$ cat src/rtl/rf_pkg.sv
// rf_pkg: shared defaults, address-width helper and address type for the register file
package rf_pkg;
  localparam int RF_XLEN = 32;
  localparam int RF_NREG = 32;
  localparam int RF_NRD  = 2;
  function automatic int rf_aw(input int n);
    return (n > 1) ? $clog2(n) : 1;
  endfunction
  typedef logic [rf_aw(RF_NREG)-1:0] rf_addr_t;
endpackage

$ cat src/rtl/rf_scoreboard.sv
// rf_scoreboard: pending-write bit per register, set on issue, cleared on writeback, x0 never busy
module rf_scoreboard
  import rf_pkg::*;
#(
  parameter int NREG = RF_NREG,
  parameter int AW   = rf_aw(NREG),
  parameter int NRD  = RF_NRD
) (
  input  logic              CLK,
  input  logic              RSTN,
  input  logic              iss_valid,
  input  logic [AW-1:0]     iss_rd,
  input  logic              rd_wen,
  input  logic [AW-1:0]     rd,
  input  logic [NRD*AW-1:0] rs_addr,
  output logic [NRD-1:0]    rs_busy
);
  logic [NREG-1:0] sb_q, sb_d;
  // clear on writeback first so a same-register issue (newer producer) wins
  always_comb begin
    sb_d = sb_q;
    if (rd_wen && rd != '0 && 32'(rd) < NREG) sb_d[rd] = 1'b0;
    if (iss_valid && iss_rd != '0 && 32'(iss_rd) < NREG) sb_d[iss_rd] = 1'b1;
    sb_d[0] = 1'b0;
  end
  // scoreboard state register
  always_ff @(posedge CLK)
    if (!RSTN) sb_q <= '0;
    else sb_q <= sb_d;
  for (genvar p = 0; p < NRD; p++) begin : g_busy
    logic [AW-1:0] a;
    assign a = rs_addr[p*AW +: AW];
    assign rs_busy[p] = a != '0 && 32'(a) < NREG && sb_q[a];
  end
endmodule

$ cat src/rtl/regfile_mp_sb.sv
// regfile_mp_sb: NREG x XLEN register file, NRD registered read ports with forward override, one write port,
// pending-write scoreboard; define RF_WR_BYPASS_EN for same-cycle write-through on reads
module regfile_mp_sb
  import rf_pkg::*;
#(
  parameter int XLEN = RF_XLEN,
  parameter int NREG = RF_NREG,
  parameter int NRD  = RF_NRD,
  parameter int AW   = rf_aw(NREG)
) (
  input  logic                CLK,
  input  logic                RSTN,
  input  logic                rd_wen,
  input  logic [AW-1:0]       rd,
  input  logic [XLEN-1:0]     rd_data,
  input  logic [NRD*AW-1:0]   rs_addr,
  input  logic [NRD-1:0]      rs_ren,
  input  logic [NRD-1:0]      rs_fwd,
  input  logic [NRD*XLEN-1:0] rs_fwd_data,
  output logic [NRD*XLEN-1:0] rs_data,
  output logic [NRD-1:0]      rs_busy,
  input  logic                iss_valid,
  input  logic [AW-1:0]       iss_rd
);
  logic [XLEN-1:0] mem_q [NREG];
  logic [NRD*XLEN-1:0] rs_data_q, rs_data_d;
  logic wr_ok;
  assign wr_ok = rd_wen && rd != '0 && 32'(rd) < NREG;
  for (genvar p = 0; p < NRD; p++) begin : g_rd
    logic [AW-1:0] a;
    logic [XLEN-1:0] arr, sel;
    assign a = rs_addr[p*AW +: AW];
    assign arr = (a != '0 && 32'(a) < NREG) ? mem_q[a] : '0;
`ifdef RF_WR_BYPASS_EN
    assign sel = rs_fwd[p] ? rs_fwd_data[p*XLEN +: XLEN] : (wr_ok && rd == a) ? rd_data : arr;
`else
    assign sel = rs_fwd[p] ? rs_fwd_data[p*XLEN +: XLEN] : arr;
`endif
    assign rs_data_d[p*XLEN +: XLEN] = rs_ren[p] ? sel : rs_data_q[p*XLEN +: XLEN];
  end
  // register array; x0 is cleared by reset and never written
  always_ff @(posedge CLK)
    if (!RSTN) for (int i = 0; i < NREG; i++) mem_q[i] <= '0;
    else if (wr_ok) mem_q[rd] <= rd_data;
  // read capture flops, holding when a port is not enabled
  always_ff @(posedge CLK)
    if (!RSTN) rs_data_q <= '0;
    else rs_data_q <= rs_data_d;
  assign rs_data = rs_data_q;
  rf_scoreboard #(.NREG(NREG), .AW(AW), .NRD(NRD)) u_sb (
    .CLK(CLK), .RSTN(RSTN), .iss_valid(iss_valid), .iss_rd(iss_rd),
    .rd_wen(rd_wen), .rd(rd), .rs_addr(rs_addr), .rs_busy(rs_busy)
  );
endmodule

$ cat config.mk
export PLATFORM = sky130hd
export DESIGN_NAME = regfile_mp_sb
export DESIGN_NICKNAME = d
export VERILOG_FILES = /design/src/rtl/rf_pkg.sv /design/src/rtl/rf_scoreboard.sv /design/src/rtl/regfile_mp_sb.sv
export SDC_FILE = /design/constraint.sdc
export NUM_CORES = 2
export LEC_CHECK = 0
export CORE_ASPECT_RATIO = 0.6
export CORE_MARGIN = 2
export CORE_UTILIZATION = 50
export DETAILED_ROUTE_END_ITERATION = 7
export PLACE_DENSITY = 0.67
export SLEW_MARGIN = 20
export SYNTH_ARGS = -nofsm -noshare
export SYNTH_HDL_FRONTEND = slang
export SYNTH_SLANG_ARGS = --single-unit
$ cat constraint.sdc
create_clock -name CLK -period 6.95 [get_ports CLK]
set_clock_uncertainty 0.2 [all_clocks]
set_input_delay 1.39 -clock CLK [delete_from_list [all_inputs] [get_ports CLK]]
set_output_delay 1.39 -clock CLK [all_outputs]
set_load 0.01 [all_outputs]
# --- Word-level counts from Yosys, hierarchy flattened ---
# Memories as Yosys holds them, arrays and structs flattened.
# Index checks and enable logic that the tools add are counted.
op_classes:
  add_sub_neg: 0
  mul: 0
  div_mod_pow: 0
  n_lt_le_gt_ge: 6
  n_eq_ne: 0
  n_shift: 0
  mux: 21
  n_bitwise: 3
  reduce_logical: 11
op_table:
  columns: ["cell", "n"]
  rows:
  - ["32-bit 2-to-1 mux", 7]
  - ["32-bit AND", 1]
  - ["32-bit NOT", 1]
  - ["32-bit bitwise OR", 1]
  - ["32-bit OR reduction", 1]
  - ["5-bit by 6-bit < comparator with 1-bit output (second input constant)", 4]
  - ["5-bit nonzero test", 4]
  - ["1-bit binary-select mux with 5-bit select", 2]
  - ["1-bit demux with 5-bit select", 2]
  - ["5-bit by 1-bit >= comparator with 1-bit output (second input constant)", 2]
  - ["1-bit 2-to-1 mux", 9]
  - ["1-bit logical AND", 6]
  - ["5-bit 2-to-1 mux", 1]
word_totals:
  register_bits: 96
  latchBits: 0
  mem_bits_rw: 1024
  rom_bits: 0
  input_bits: 124
  out_inout_bits: 66
  elab_cells: 46
  memories: 1
mem_list:
  columns: ["name", "depth", "width", "read_ports", "rd_clocked_by_memory_dff", "wr", "line_no", "rtl"]
  rows:
  - ["mem_q", 32, 32, 2, 0, 32, "regfile_mp_sb.sv:25", "logic [XLEN-1:0] mem_q [NREG];"]

# --- Depth between registers and ports, before layout ---
depth:
  ltp_word: 9
  depth_mapped: 8
  ltp_nobuf: 4

# --- Modules after synthesis ---
# From an unflattened synthesis, not the netlist that was laid out.
unflattened:
  hier_cells: 4173
  hier_area_um2: 58890.2
modules_own_cells:
  columns: ["module", "instances", "cells_each", "area_per_inst_um2", "seq_area_each_um2"]
  rows:
  - ["regfile_mp_sb", 1, 3934, 56889.6, 32030.7]
  - ["rf_scoreboard", 1, 239, 2000.7, 620.6]

# --- Least setup slack after synthesis ---
# No wires, ideal clock.
synth_timing:
  path_type: "input -> register"
  start: "input rd_wen"
  end: "memory mem_q[19][0] (netlist name) (enable)"
  setup_ns: 0.468
  arrival_ns: 4.242
  required_time_ns: 6.282
  path_slack_ns: 2.040
  stages: 3
  path_buffers: 1
  cell_sequence: "clkbuf_1 -> nand3_1 -> o21ai_0"
synth_rtl:
  columns: ["element", "line_no", "rtl"]
  rows:
  - ["start: declaration", "regfile_mp_sb.sv:13", "input logic rd_wen,"]
  - ["end: declaration", "regfile_mp_sb.sv:25", null]

# --- Worst setup path in the final report ---
layout_timing:
  start: "input rs_addr[1]"
  end: "output rs_busy[0]"
layout_via:
  elab_chain_cells: 3
  word_cells_on_any_way: 4
  cone_classes: "2 x mux; 2 x reduce/logical"
layout_lines:
  columns: ["element", "line_no", "rtl"]
  rows:
  - ["start: declaration", "regfile_mp_sb.sv:16", "input logic [NRD*AW-1:0] rs_addr,"]
  - ["1-bit binary-select mux with 5-bit select", "rf_scoreboard.sv:33", "assign rs_busy[p] = a != '0 && 32'(a) < NREG && sb_q[a];"]
  - ["1-bit 2-to-1 mux (implied by the code)", "rf_scoreboard.sv:33", null]
  - ["1-bit logical AND *", "rf_scoreboard.sv:33", null]
  - ["end: declaration", "regfile_mp_sb.sv:21", "output logic [NRD-1:0] rs_busy,"]
# Every way passes the cells marked *; elsewhere a longest branch is shown, timed or not. The select of a mux whose other input is x is not followed.

==> impl_metrics.yaml <==
timing:
  finalCritPeriodShare_pct: 73.1
  fin_tns_setup_ps: 0
  hold_viol: 0
  maxSlewHeadroom_pct: 18.7
  rsz0062_at_grt: "false"
  fmax_mhz: 197
  finalSetupViolCount: 0
  fin_crit_ps: 5080
  hold_slack_ps: 296
  drv_slew: 0
  tightest_slew_ps: 1220
power:
  power_mw: 16.0
  power_leakage_nw: 22.6
  power-per-cell-area_nw_per_um2: 239
  peakVddDrop_mv: 0.169
clock_network:
  numCtsBuffers: 104
  cts_root_buf: "clkbuf_16"
  cts.sinks: 1119
  cts_tree: "yes"
  cts-resized-gates: 0
  hold_buffers: 0
  cts_buffer_depth: 3
  clock_latency_ps: 740
  post-cts-setup-buffer-count: 0
  h-tree-depth: 3
  clk_pin_slew_ps: 70
die:
  die_y_um: 271
  die_width_um: 449
  initial_utilization_pct: 50.2
  die_area_um2: 122000
  core-area_um2: 119000
  rows: 98
  ios: 190
global_routing:
  grt-busiest-layer: "met1"
  grt_max_degree: 111
  grt_overflow_total: 0
  use_met1_pct: 49.3
  antenna_found_initial: 15
  grtUsageTotal_pct: 33.6
  grt_pass1_wl_um: 293000
  grtUsageMet2_pct: 48.1
  grt_pass1_vias: 39200
  met3_usage_pct: 8.10
layout:
  final_nets: 4360
  synthToLayoutAreaGrowth_pct: 12.3
  instances_no_fill: 5937
  multi_input_area_um2: 25600
  utilization_pct: 56.4
  drive_gt1_share_pct: 19.7
  n_fill_cell: 9255
  regArea_um2: 32700
synth:
  ys_ff_latch: 1119
  post-synth-top-count-cell: "and2_1"
  yosysTopAreaCellShare_pct: 51.6
  yosys-top-cells-area: "edfxtp_1 (52%), mux4_2 (15%), and2_1 (11%)"
  ys.flop_type: "edfxtp_1"
  synth.largest_area_cell: "edfxtp_1"
  ys_seq_area_share_pct: 54.8
  synth_cell_type_count: 40
  syn_avg_cell_area_um2: 14.1
  netlist_top_cells_count: "and2_1 (1060), edfxtp_1 (1024), mux4_2 (390)"
  synthesis.instances: 4227
  synth_area_um2: 59500
  async_flop_share_pct: 0
  synth-edff-count: 1024
  yosys_warnings: 0
critical_path:
  cp-start-kind: "primary input"
  cp-end-kind: "output pin"
  crit_required_ps: 5360
  reg2reg_slack_ps: 4710
  path_class: "primary input to output pin"
  critPathArrivalTime_ps: 3490
  crit_fanout: 70
detailed_routing:
  vias: 40500
  wl_per_cell_um: 34.8
  vias_per_cell: 6.83
  ant_nets: 0
  drt_first_pass_iters: 6
  drt_iter0_drc: 6275
  drt-total-wl_um: 206000
  drc: 0
run:
  maxCapViolations: 0
run_status:
  outcome: "completed"
worst_hold_path:
  hold_class: "register to register"
placed_design:
  place.gp.congestion: 0.891
  place.detailed.hpwl_um: 123000
  dpl.cell_count: 5728
  portBuffers: 189
==> worst max-delay path, cell delays in order <==
cell,delay [ps]
buf_8,420
mux4_2,420
mux2_2,300
nand2_1,70
nand4_1,170
clkdlybuf4s50_1,530
==> registers in the layout, summed over array words and instances (netlist names) <==
register and cells:
u_sb.sb_q 31, rs_data 64, mem_q 1024
==> cell usage in the layout, fill, tap and decap left out, types with 18 or more instances in the layout <==
cell / instances
mux2i_1: 266
o21ai_0: 53
inv_1: 33
a22o_1: 128
o21ai_4: 33
dfxtp_1: 95
nor2_4: 22
and2_1: 1056
o22ai_1: 31
buf_2: 21
nor2_1: 71
edfxtp_1: 1024
a22oi_1: 132
clkinv_2: 18
a211oi_1: 64
clkbuf_1: 20
clkbuf_16: 108
clkdlybuf4s50_1: 161
o221ai_1: 64
nor2b_1: 74
a2111oi_2: 54
conb_1: 32
o32ai_1: 64
mux4_2: 390
buf_4: 117
==> worst paths after layout <==
| path | startpoint | end | cells after the start |
|---|---|---|---|
| min | u_sb.sb_q[10]$_SDFF_PN0_ | u_sb.sb_q[10]$_SDFF_PN0_ | 2 |
| min reg2reg | u_sb.sb_q[10]$_SDFF_PN0_ | u_sb.sb_q[10]$_SDFF_PN0_ | 2 |
| max reg2reg | mem_q[11][30]$_SDFFCE_PN0P_ | rs_data[30]$_SDFFE_PN0P_ | 4 |
| max | rs_addr[1] | rs_busy[0] | 6 |
==> metrics by stage <==
step                      setup WS (ps)  cell area, um2
after floorplan                    2040           59700
after global placement             1960           63200
after detailed placement           1930           63400
after CTS                          1930           66800
after global routing               1890           66800
final                              1870           66900
==> layer usage <==
| metal | part of all wire, % | wire [um] |
|---|---|---|
| met2 | 43 | 88500 |
| met3 | 13 | 26600 |
| met1 | 40 | 81900 |
| met5 | 0 | 0 |
| met4 | 4.6 | 9520 |
==> power breakdown <==
group	internal, mW	total, mW	switching (mW)	leakage, nW
combinational	0.834	2.06	1.22	10.4
clock	3.30	5.97	2.67	1.69
sequential	7.73	7.96	0.233	10.6
total	11.9	16.0	4.13	22.6
==> cell type report <==
cell class              count  share of cell area [%]
flip-flops and latches   1119                    48.8
multi-input cells        2657                    38.2
repair buffers            320                    4.55
clock buffers             143                    4.46
well taps                1600                    2.99
clock inverters            51                   0.702
inverters                  34                   0.191
diodes                     13                  0.0487
==> kinds of logic (layout without fill, tap and decap cells) <==
| group | Yosys count | count (layout) | share of synthesized area (%) |
|---|---|---|---|
| multiplexers | 658 | 658 | 19.3 |
| flip-flops | 1119 | 1119 | 54.8 |
| other | 1 | 45 | 0.00630 |
| buffers and inverters | 482 | 548 | 3.55 |
| AO/OA/AOI/OAI | 661 | 661 | 9.15 |
| AND/OR/NAND/NOR | 1306 | 1306 | 13.2 |
No activity file was read; power rests on OpenSTA's default activity.
